**config.mk**
```make
export PLATFORM = sky130hd
export DESIGN_NAME = spi_byte_framer
export DESIGN_NICKNAME = d
export VERILOG_FILES = /design/src/rtl/spi_byte_framer.sv
export SDC_FILE = /design/constraint.sdc
export NUM_CORES = 1
export LEC_CHECK = 0
export ABC_AREA = 0
export CAP_MARGIN = 20
export CORE_ASPECT_RATIO = 1.75
export CORE_UTILIZATION = 35
export CTS_BUF_LIST = sky130_fd_sc_hd__clkbuf_8
export DETAILED_ROUTE_END_ITERATION = 8
export PLACE_DENSITY = 0.62
export SKIP_LAST_GASP = 1
export SLEW_MARGIN = 15
export SYNTH_ARGS = -nofsm -noshare
export SYNTH_HDL_FRONTEND = slang
export SYNTH_SLANG_ARGS = --single-unit
export TNS_END_PERCENT = 30
```
**constraint.sdc**
```tcl
create_clock -name writeClk -period 2.9 [get_ports writeClk]
set_input_delay 0.435 -clock writeClk [delete_from_list [all_inputs] [get_ports writeClk]]
set_output_delay 0.435 -clock writeClk [all_outputs]
set_load 0.01 [all_outputs]
```
**src/rtl/spi_byte_framer.sv**
```systemverilog
// Byte framer for an 8-bit SPI slave shift register (MSB first, CPOL=0, CPHA=1).
// Frames on cs_n, counts sclk falls, reloads TX bytes and queues RX bytes.
//
// state   | meaning
// IDLE    | no frame; arms once cs_n is seen high
// LOAD    | parallel-load strobe to shift register (hold byte or fill)
// SHIFT   | counting sclk falls of the current byte
// CAPTURE | shift register holds a full RX byte; push it to the FIFO
module spi_byte_framer #(
   parameter int         RX_DEPTH  = 2,
   parameter logic [7:0] FILL_BYTE = 8'hFF,
   parameter int         CNT_W     = 8
) (
   input  logic             writeClk,
   input  logic             reset,
   input  logic             cs_n,
   input  logic             sclk,
   input  logic [7:0]       sr_pOut,
   output logic [7:0]       sr_pIn,
   output logic             sr_writeP,
   output logic             sr_reset_n,
   input  logic [7:0]       tx_data,
   input  logic             tx_valid,
   output logic             tx_ready,
   output logic [7:0]       rx_data,
   output logic             rx_valid,
   input  logic             rx_ready,
   output logic             rx_overflow,
   output logic             tx_underrun,
   output logic             frame_abort,
   output logic [CNT_W-1:0] byte_cnt
);
   localparam int PTR_W = (RX_DEPTH > 1) ? $clog2(RX_DEPTH) : 1;

   typedef enum logic [1:0] {IDLE, LOAD, SHIFT, CAPTURE} state_t;

   state_t           state;
   logic             sclkQ;
   logic             armed;
   logic             holdFull;
   logic [7:0]       holdData;
   logic [2:0]       bitCnt;
   logic [7:0]       rxMem [RX_DEPTH];
   logic [PTR_W-1:0] wrPtr;
   logic [PTR_W-1:0] rdPtr;
   logic [PTR_W:0]   rxCount;
   logic             fall;
   logic             rxFull;
   logic             pop;
   logic             pushOk;
   logic             txAccept;
   logic             goLoad;

   assign fall       = sclkQ & ~sclk;
   assign sr_reset_n = ~reset;
   assign tx_ready   = ~holdFull;
   assign txAccept   = tx_valid & ~holdFull;
   assign rx_valid   = (rxCount != '0);
   assign rxFull     = (rxCount == (PTR_W+1)'(RX_DEPTH));
   assign rx_data    = rxMem[rdPtr];
   assign pop        = rx_valid & rx_ready;
   // a pop in the same cycle frees the slot, so a push into a full FIFO still lands
   assign pushOk     = (state == CAPTURE) & (~rxFull | pop);
   assign goLoad     = ~cs_n & (((state == IDLE) & armed) | (state == CAPTURE));

   always_ff @(posedge writeClk) begin
      if (reset) begin
         state       <= IDLE;
         sclkQ       <= 1'b0;
         armed       <= 1'b0;
         holdFull    <= 1'b0;
         holdData    <= 8'h00;
         bitCnt      <= 3'd0;
         byte_cnt    <= '0;
         sr_pIn      <= 8'h00;
         sr_writeP   <= 1'b0;
         tx_underrun <= 1'b0;
         rx_overflow <= 1'b0;
         frame_abort <= 1'b0;
      end else begin
         sclkQ       <= sclk;
         sr_writeP   <= 1'b0;
         tx_underrun <= 1'b0;
         rx_overflow <= 1'b0;
         frame_abort <= 1'b0;

         if (state == IDLE && cs_n) armed <= 1'b1;

         if (txAccept) begin
            holdFull <= 1'b1;
            holdData <= tx_data;
         end

         case (state)
            IDLE: begin
               if (armed && !cs_n) begin
                  state    <= LOAD;
                  byte_cnt <= '0;
               end
            end
            LOAD: begin
               bitCnt <= 3'd0;
               state  <= cs_n ? IDLE : SHIFT;
            end
            SHIFT: begin
               if (cs_n) begin
                  state       <= IDLE;
                  frame_abort <= (bitCnt != 3'd0);
               end else if (fall) begin
                  bitCnt <= bitCnt + 3'd1;
                  if (bitCnt == 3'd7) state <= CAPTURE;
               end
            end
            CAPTURE: begin
               byte_cnt    <= byte_cnt + 1'b1;
               rx_overflow <= rxFull & ~pop;
               state       <= cs_n ? IDLE : LOAD;
            end
            default: state <= IDLE;
         endcase

         // load strobe is registered so it is high exactly during the LOAD cycle;
         // a byte accepted now is not bypassed and waits for the next load
         if (goLoad) begin
            sr_writeP <= 1'b1;
            if (holdFull) begin
               sr_pIn   <= holdData;
               holdFull <= 1'b0;
            end else begin
               sr_pIn      <= FILL_BYTE;
               tx_underrun <= 1'b1;
            end
         end
      end
   end

   always_ff @(posedge writeClk) begin
      if (reset) begin
         wrPtr   <= '0;
         rdPtr   <= '0;
         rxCount <= '0;
      end else begin
         if (pushOk) begin
            rxMem[wrPtr] <= sr_pOut;
            wrPtr        <= wrPtr + 1'b1;
         end
         if (pop) rdPtr <= rdPtr + 1'b1;
         if (pushOk && !pop)      rxCount <= rxCount + 1'b1;
         else if (!pushOk && pop) rxCount <= rxCount - 1'b1;
      end
   end
endmodule

```
* Word-level counts from Yosys, hierarchy flattened *
Memories as Yosys holds them, arrays and structs flattened. A register that Yosys moved wholly into a read port is not among the register bits.
Cells that the tools add are included.

storage, ports and cells
  latch bits = 0
  memory bits (read-only) = 0
  memory bits (writable) = 16
  memories = 1
  flip-flop bits (word level) = 40
  output and inout bits = 31

operators by class
  $mul = 0
  order comparisons = 0
  bitwise logic cells = 18
  mux-type cells = 25
  div/mod/pow operators = 0
  reduce and logical (&&, ||, !) cells = 19
  equality and inequality tests = 10
  shift-type cells = 0
  add/sub/neg operators = 6

memory list
  name   words  bits a word  rd ports  clocked after memory_dff  write ports  line  text
  rxMem  2      8            1         1                         1            43    logic [7:0] rxMem [RX_DEPTH];

operators with widths
  kind                   count
  $mux W8                2
  $pmux W8 S2            1
  $mux W2                7
  $mux W1                11
  $not A1 Y1             9
  $add A8 B1 Y8 const B  1
  $pmux W2 S4            1
  $reduce_bool A2 Y1     4
  $and A1 B1 Y1          7
  $eq A2 B2 Y1 const B   3
  $mux W3                2
  $ne A3 B3 Y1 const B   2
  $pmux W3 S2            1
  $reduce_and A3 Y1      2
  $logic_and A1 B1 Y1    4
  $ne A2 B2 Y1 const B   2
  $reduce_or A2 Y1       2
  $add A3 B1 Y3 const B  1
  $eq A3 B3 Y1 const B   1
  $logic_not A1 Y1       3
  $reduce_bool A3 Y1     1
  $reduce_or A3 Y1       1
  $add A1 B1 Y1 const B  2
  $add A2 B1 Y2 const B  1
  6 further kinds        7

* Logic depth before layout (Yosys ltp) *
  depth after elaboration = 8
  mapped depth = 7

* Worst setup path after synthesis *
No wires, ideal clock.

  kind = input to register
  start point = input port reset
  end point = memory rxMem[1][0] (enable)
  buffers on the path = 2
  stages on the path = 3
  slack = 0.750 ns
  data arrival time = 1.752 ns
  path through = buf_2 buf_2 nor4b_1

between the ends
  word-level cells in the longest chain between the ends = 2

RTL lines
  what                           line  text
  start, declared                15    input logic reset,
  $mux W1                        138   if (reset) begin
  $mux W1 (not written as such)  144   rxMem[wrPtr] <= sr_pOut;
  end, declared                  43

No other way between the ends.

* Worst setup path after layout *
  start point = input port reset
  end point = output port sr_reset_n

between the ends
  word-level cells in the longest chain between the ends = 1

RTL lines
  what           line  text
  $not A1 Y1     55    assign sr_reset_n = ~reset;
  end, declared  21    output logic sr_reset_n,

No other way between the ends.

==> summary.md <==
| Metric | Value |
|---|---|
| GPL Wtd Cong | 0.750 |
| Yosys warns | 0 |
| N_diodes | 0 |
| Post-cts sizing count | 0 |
| Die Footprint | 0.00725 sq mm |
| Post-synthesis register bit count | 57 |
| Routed WL per cell | roughly 13 um |
| Most frequent CP cell | clkdlybuf4s50_1 |
| Port Buffers | 52 |
| Starting density of the core | 36.6% |
| Max Fclk | 452 MHz |
| GRT met3 Usage | 4.92% |
| Initial antenna violation count | 0 |
| Synthesized area | 0.00241 sq mm |
| Tightest Pin Transition | ~0.58 ns |
| Synth-to-Final Area Change | 34.6% |
| Design Area, Final | 0.00325 sq mm |
| Hold_buf cts | 0 |
| Hold crit path type | flop to flop |
| Setup ws final | about 0.69 ns |
| Flop2flop setup slack | 1.10 ns |
| Total gr overflow | 0 |
| Status | completed |
| Async S/R FF share, synth | 0% |
| CP Launch Point | reset |
| EDFF count, synth | 16 |
| Crit-path max FO | 9 |
| Setup_tns | 0 ns |
| Largest net degree at the start of global routing | 18 |
| Share of cells above drive strength 1 | 15.7% |
| GRT met2 Usage | 25.7% |
| Worst-path cell chain | clkdlybuf4s50_1 > clkinv_1 > clkdlybuf4s50_1 |
| Commonest cells post-synth | dfxtp_1, nand2_1, a21oi_1, edfxtp_1, mux2_2 |
| Pre-CTS setup slack | about 0.69 ns |
| Final hold vios | 0 |
| Clock Tree Buf Depth | 2 |
| Slew headroom | 61.2% |
| Synth area leaders | dfxtp_1, edfxtp_1, mux2_2, nand2_1, a21oi_1 |
| Tot GR Track Use | 14.7% |
| Die W | 64.8 um |
| Pwr Density | 604 mW/mm^2 |
| Largest delay share family, worst path | buffers and inverters |
| Floorplan Core Area | around 0.0066 sq mm |
| Drt total wl | 4790 um |
| CP Data Arrival Time | 1.78 ns |
| Syn_nets | 251 |
| Syn Area/Cell | 10.8 sq um |
| Max-slew violations | 0 |
| Reg-to-reg startpoint | state[1] |
| Required time worst endpoint | 2.47 ns |
| Die Ht | 112 um |
| Detailed Routing Iterations Pass 1 | 4 |
| Post-Syn Instances | around 220 |
| Final Skew | 0.00469 ns |
| Drt via density | between 4 and 5 |
| Row count | 39 |
| Critical path endpoint category | output pin |
| Post-CTS setup buffer count | 0 |
| Clk_lat worst skew | 0.33 ns |
| Crit path kind | input port to output pin |
| Setup violations, final | 0 |
| TritonCTS clock tree | yes |
| DRC Markers | 0 |
| Most frequent cell after synthesis | dfxtp_1 |
| Startpoint types | input port |
| CTS buffer count | 9 |
| Post-synth top area cell | dfxtp_1 |
| Fin nets | 308 |
| Routed vias | around 1800 |
| Crit path largest cell delay | about 0.69 ns |
| Max-cap viol count | 0 |
| Post-synth top area share | 34.0% |
| First-pass GRT wire length | 8020 um |
| # fillers | 622 |
| H-tree lvl count | 3 |
| Peak VDD IR | 0.459 mV |
| Post-route clock period utilization | between 70% and 80% |
| Clk sinks | 57 |
| Initial DRC count | 59 |
| Predominant post-synthesis flop cell | dfxtp_1 |
| Final Critical Period | roughly 2.2 ns |
| Root Driver | clkbuf_8 |
| Placed inst area | 0.00301 sq mm |
| Slowest-stage cell, CP | clkdlybuf4s50_1 |
| Leakage | roughly 0.0012 uW |
| Final ANT Viol Nets | 0 |
| RSZ-0062 raised after global routing | false |
| Crit path buf inv count | 3 |
| Vias in the first global route | 1766 |
| Global routing usage on met1 | 14.8% |
| DP HPWL | between 3000 and 4000 um |
| Hold path start | holdData[1] |
| Clk slew on worst S/H paths | 0.07 ns |
| Post-synthesis sequential area ratio | 53.9% |
| Io pins | 53 |
| Synth cell types | 45 |
| GR peak layer | met2 |
report_power, final:
part / switching, uW / internal [uW] / total [uW]
Combinational: 82.2 / 118 / 200
Sequential: 24.1 / 845 / 869
Clock: 322 / 570 / 892
state kept, by name, summed over array words and instances, names as in the netlist, 2 cells and up, named ones only:
signal	cells
rxCount	2
state	2
holdData	8
byte_cnt	8
bitCnt	3
sr_pIn	8
rxMem	16
tightest hold or removal path, delay by kind of cell (launching register included):
kind / cells / cell delay [ns]
AO/OA/AOI/OAI: 1 / 0.05
AND/OR/NAND/NOR: 1 / 0.05
flip-flops: 1 / 0.31
stage by stage:
stage | util (%) | hold slack, ns | cells | total power, uW
6_report | 49.3 | 0.462 | 368 | 1960
5_1_grt | 49.3 | 0.476 | 368 | 2050
3_3_place_gp | 45.6 | 0.443 | 352 | 1090
2_1_floorplan | - | 0.437 | 224 | 992
4_1_cts | 49.3 | 0.461 | 368 | 1990
3_5_place_dp | 45.6 | 0.451 | 352 | 1090
worst paths after layout:
kind | to | cells past startpoint
setup / recovery | sr_reset_n | 3
hold / removal | holdData[1] | 2
setup reg to reg | rxCount[1] | 5
hold reg to reg | holdData[1] | 2
cells in the final DEF (no fill, tap or decap), drive strengths merged, types with 3 or more instances in the layout:
cell type / instances
clkdlybuf4s50: 52
dfxtp: 41
nand2: 27
a21oi: 17
edfxtp: 16
mux2: 16
nor2: 10
o21a: 10
nor2b: 9
clkbuf: 9
nand3: 8
inv: 7
buf: 6
o21ai: 5
ha: 5
mux2i: 4
a311oi: 4
clkinv: 4
nor4: 3
xor2: 3
and3: 3
bufinv: 3
nand2b: 3
kinds of logic after synthesis:
| family | share of synthesized area [%] |
|---|---|
| buffers and inverters | 4.35 |
| multiplexers | 9.12 |
| XOR/XNOR | 1.09 |
| AO/OA/AOI/OAI | 12.1 |
| AND/OR/NAND/NOR | 16.8 |
| adder cells (fa/ha/maj) | 2.59 |
| flip-flops | 53.9 |
layout make-up:
type                            instances  area (sq um)  area share, %
Tap cell                               82           103           3.16
Clock buffer                            9           124           3.81
Inverter                                8          30.0          0.924
Clock inverter                          7           119           3.66
Timing Repair Buffer                   58           566           17.4
Multi-Input combinational cell        147          1010           31.0
Sequential cell                        57          1300           40.0
per-layer routing:
| metal | vias to the layer above | wire (um) |
|---|---|---|
| met2 | 45 | 2550 |
| met3 | 5 | 248 |
| met4 | 0 | 75 |
| li1 | 906 | - |
| met1 | 856 | 1920 |
| met5 | - | 0 |
Note: power is estimated with default switching activity, not from simulation.
